--- config.mk ---
export PLATFORM = sky130hd
export DESIGN_NAME = axis_chk_lfsr
export DESIGN_NICKNAME = d
export VERILOG_FILES = /design/src/rtl/axis_chk_lfsr.sv
export SDC_FILE = /design/constraint.sdc
export NUM_CORES = 1
export LEC_CHECK = 0
export BUFFER_PORTS_ARGS = -buffer_cell sky130_fd_sc_hd__buf_2
export CORE_AREA = 2 2 39 41
export CTS_BUF_LIST = sky130_fd_sc_hd__clkbuf_8
export DETAILED_ROUTE_END_ITERATION = 8
export DIE_AREA = 0 0 41 43
export PLACE_DENSITY = 0.69
export SYNTH_ARGS = -nofsm -noshare
export SYNTH_HDL_FRONTEND = slang
export SYNTH_SLANG_ARGS = --single-unit
--- constraint.sdc ---
create_clock -name clk -period 2.6 [get_ports clk]
set_input_delay 0.13 -clock clk [delete_from_list [all_inputs] [get_ports clk]]
set_output_delay 0.13 -clock clk [all_outputs]
set_load 0.005 [all_outputs]
--- src/rtl/axis_chk_lfsr.sv ---
// axis_chk_lfsr: 16-bit Fibonacci LFSR (taps 16,14,13,11, seed 16'hACE1) used to throttle tready.
module axis_chk_lfsr (
    input  logic clk,
    input  logic rst,
    input  logic en,
    output logic lfsr_bit
);
    logic [15:0] lfsr_q, lfsr_d;
    always_comb lfsr_d = en ? {lfsr_q[14:0], lfsr_q[15] ^ lfsr_q[13] ^ lfsr_q[12] ^ lfsr_q[10]} : lfsr_q;
    always_ff @(posedge clk or posedge rst)
        if (rst) lfsr_q <= 16'hACE1;
        else lfsr_q <= lfsr_d;
    assign lfsr_bit = lfsr_q[0];
endmodule

== Word-level counts from Yosys, hierarchy flattened ==
Cells that the tools add are included.
Storage, ports and cells
  register bits after elaboration: 16
  output and inout port bits: 1
  logic and storage cells: 4
  bits of input ports: 3
Operators by class
  bitwise gates (word level): 3
Operators by type and width (number)
  1-bit XOR: 3

== Longest topological paths before layout ==
  depth in word-level cells: 3
  gate-level depth with buffers: 4
  mapped depth without buffers: 3

== Least setup slack after synthesis ==
OpenSTA, ideal clock, no wires.
  kind: reg-to-reg
  start: register lfsr_q[10]
  end: register lfsr_q[0]
  arrival: 0.844 ns
  path buffers: 0
  setup time: 0.081 ns
  clock period less this slack: 0.925 ns
  setup slack: 1.675 ns
  data required time: 2.519 ns
  stages on the path, launching flop included: 4
  cells stage by stage: dfstp_2 xnor2_1 xnor2_1 a21oi_1
On the way
  cells in the longest elaborated chain, start to end: 1
Ends and longest elaborated chain
  from (decl): RTL line 8  | logic [15:0] lfsr_q, lfsr_d;
  from (signal assigned): RTL line 12  | else lfsr_q <= lfsr_d;
  1-bit XOR: RTL line 9  | always_comb lfsr_d = en ? {lfsr_q[14:0], lfsr_q[15] ^ lfsr_q[13] ^ lfsr_q[12] ^ lfsr_q[10]} : lfsr_q;
Every way passes these cells.
A chain may end at the register's enable or synchronous reset.

== Worst setup path in the final report ==
  start: register lfsr_q[0]
  end: output port lfsr_bit
RTL lines
  to (decl): RTL line 6  | output logic lfsr_bit
No word-level cell between the ends.

==> results summary <==
Walking the worst path, the cells encountered are buf_2. The startpoint of the most critical register-to-register path is lfsr_q[10]. Buffers inserted to repair hold after CTS numbered 1. The run finished with clean final reports. The maximum number of buffers from clock root to sink came out at 2. The max-slew violation count came out at 0. Post-CTS timing repair inserted 0 buffers for setup.

The share of final-layout standard cells stronger than drive strength 1 came out at 66.7%. The worst-case headroom to the max-slew limit came out at around 63%. The pin count of the biggest net entering global routing came out at 18. The critical path class is register to output port.

The count of flip-flops with a built-in enable after synthesis came out at 0. Data on the critical path arrives at its endpoint at around 0.90 ns. The number of standard-cell rows in the floorplan came out at 14. The flip-flop count of the largest register after layout is 16.

The count of nets after finishing is 49. The static leakage is 0.329 nW. The global placement routability congestion is 0.705. The reg-to-reg setup timing slack is approximately 1.6 ns. The total of warnings raised by yosys is 0. The number of buffers and inverters on the critical path is 1.

During placement, the flow inserted port buffers numbering 3. Setup repair after global routing left no endpoint under its margin. The slowest stage of the critical path is the sky130_fd_sc_hd__dfstp_2 cell. The per-cell routed wire length came out at 13.8 um. For this run, the top clock speed supported by timing is 967 MHz. The number of instances in the synthesized netlist is 39. The ratio of routed vias to standard cells came out at 5.05. The tool flagged a number of max-cap violations equal to 0. The count of endpoints failing hold in the final timing report is 0. The largest clock skew in the final design is 0.000774 ns. TritonCTS built the clock tree. The area added between synthesis and finish came out at 10.1%. In this run the cell area measured after placement is 683 sq um. STA classifies the critical path startpoint as a register. The number of global-route vias before repair came to 323. CTS built an H-tree with a depth of 1. On the critical path the largest part of the delay comes from flip-flops.

The number of top-level pins is 4. For this run, design rule violations remaining after detail routing come to 0. The last element of the critical path is lfsr_bit. The count of routing violations after the opening detailed-route iteration is 0. For this run, the leading register cell type out of synthesis is sky130_fd_sc_hd__dfstp_2.

The classification of the worst-slack hold path is input pin to register. The clock sink count is 16. The tree is rooted in a sky130_fd_sc_hd__clkbuf_8. By area the synthesized netlist is led by sky130_fd_sc_hd__dfstp_2 31%, sky130_fd_sc_hd__dfrtp_1 29%, sky130_fd_sc_hd__mux2_4 18%, sky130_fd_sc_hd__mux2_2 12%, sky130_fd_sc_hd__xnor2_1 3.9%. The routed design has 844 um of wire. Counting flops per register, the top entry is lfsr_q. The accumulated negative setup slack came out at 0 ns. The shortest clock period the worst path allows after layout came out at 1.03 ns. Counting cells, the worst reg-to-reg path comes to 3. Clock-pin slew was measured on the worst setup and hold paths at 0.06 ns. The post-cts gate resize count came out at 0.

The total of flip-flops plus latches after synthesis came out at 16. For this configuration, the core starts out at a cell density of 49.1%. The total congestion overflow after global routing is 0. The post-route core utilization is 54.1%. The insertion delay to the later sink of the worst-skew pair came out at 0.25 ns.

The number of distinct library cell variants in the gate-level netlist after synthesis came out at 10. The biggest area contributor in the post-synthesis netlist is sky130_fd_sc_hd__dfstp_2. On the final layout, the worst hold slack is 0.335 ns. The post-route standard cell area excluding fillers is 748 sq um. At the pin with the least slew margin, the transition time is approximately 0.56 ns.

The width of the chip is 41 um. The half-perimeter wire length of the detailed placement result came out at around 610 um. The share of synthesized area occupied by flip-flops and latches is roughly 60%.

The total clock buffers created by CTS is 3. The startpoint of the most critical setup path is lfsr_q[0]. By count the netlist is led by 8 x sky130_fd_sc_hd__dfrtp_1, 8 x sky130_fd_sc_hd__dfstp_2, 8 x sky130_fd_sc_hd__mux2_4, 7 x sky130_fd_sc_hd__mux2_2, 3 x sky130_fd_sc_hd__xnor2_1.

VDD sags by at most 0.587 mV. The worst setup path is captured at an output port. The data required time of the critical path came out at 2.47 ns. For this run, the total global-route usage over all layers was measured as between 10% and 20%. The power density of the placed cells came out at 1310 nW/um^2. The count of filler cells inserted in the layout is between 100 and 150. In this design, the stage delay of the slowest critical-path cell is 0.54 ns. The share of the clock period used by the worst path came out at 39.8%. The net count after synthesis is 42. Setup violations remaining at the end of the flow were counted as 0.

In this run the number of cells on the critical path is 1. The async set-or-reset flop fraction in the synthesized netlist is 100%. The diode insertion count for antenna repair came out at 0. The die covers ~1800 sq um.

The floorplan step defined a core boundary enclosing 1380 sq um. The worst flop-to-flop path endpoint is lfsr_q[0]. The global-route wire length before repair is 1.46 mm. The peak fanout along the critical path came out at 3. The via count is 308. The number of nets with antenna violations after detailed routing is 0. The largest registers in the layout are lfsr_q (16).

Averaged over all synthesized cells, the footprint is around 17 sq um. The number of antenna violations at the first check in global routing came to 0. The synthesized cell area came out at 679 sq um. The number of detailed-route iterations in the first pass is 1. Of the post-synthesis cell area, the dominant cell type holds between 30 and 40%. The post-layout total power is around 0.98 mW. The vertical extent of the die is between 40 and 50 um.
-- cells in the final DEF, fill, tap and decap left out --
cell type and count:
sky130_fd_sc_hd__clkbuf_8 4, sky130_fd_sc_hd__mux2_4 8, sky130_fd_sc_hd__inv_1 1, sky130_fd_sc_hd__dfstp_2 8, sky130_fd_sc_hd__mux2_2 7, sky130_fd_sc_hd__a21oi_1 1, sky130_fd_sc_hd__dlygate4sd3_1 1, sky130_fd_sc_hd__xnor2_1 3
sky130_fd_sc_hd__dfrtp_1 8, sky130_fd_sc_hd__buf_2 3, sky130_fd_sc_hd__nor2_1 1
-- cell families after synthesis --
group                  synth area share, %
AO/OA/AOI/OAI                        0.736
AND/OR/NAND/NOR                      0.552
flip-flops                            60.4
XOR/XNOR                              3.87
buffers and inverters                 5.16
multiplexers                          29.3
-- where the power goes --
| part | internal [mW] | switching (mW) |
|---|---|---|
| clock | 0.134 | 0.0805 |
| combinational | 0.182 | 0.0778 |
| sequential | 0.424 | 0.0840 |
| total | 0.741 | 0.242 |
-- metal layers --
metal	vias up	GRT usage (%)	part of all wire, %
li1	143	-	-
met1	158	16.4	42
met2	5	19.7	51
met3	2	3.14	2.7
met4	0	10.0	3.2
met5	-	0	0
-- how the worst min path moves through the flow --
stage,start,endpoint,slack [ns],cells after the start
6_report,en,lfsr_q[0],0.34,3
5_1_grt,en,lfsr_q[0],0.40,3
4_1_cts,en,lfsr_q[0],0.34,3
3_5_place_dp,rst,lfsr_q[9],0.21,2
3_3_place_gp,rst,lfsr_q[14],0.18,2
2_1_floorplan,rst,lfsr_q[12],0.04,1
-- cell type report --
class | count | area (sq um) | share of cell area, %
Tap cell | 16 | 20.0 | 2.68
Timing Repair Buffer | 4 | 25.0 | 3.34
Sequential cell | 16 | 410 | 54.8
Multi-Input combinational cell | 20 | 234 | 31.3
Clock buffer | 4 | 55.1 | 7.36
Inverter | 1 | 3.75 | 0.502
-- stage by stage --
stage,std cells,setup WS [ns]
floorplan,39,1.68
global placement,56,1.60
detailed placement,56,1.57
CTS,61,1.56
global route,61,1.51
finish,61,1.57
Power figures use the tool's default switching activity.
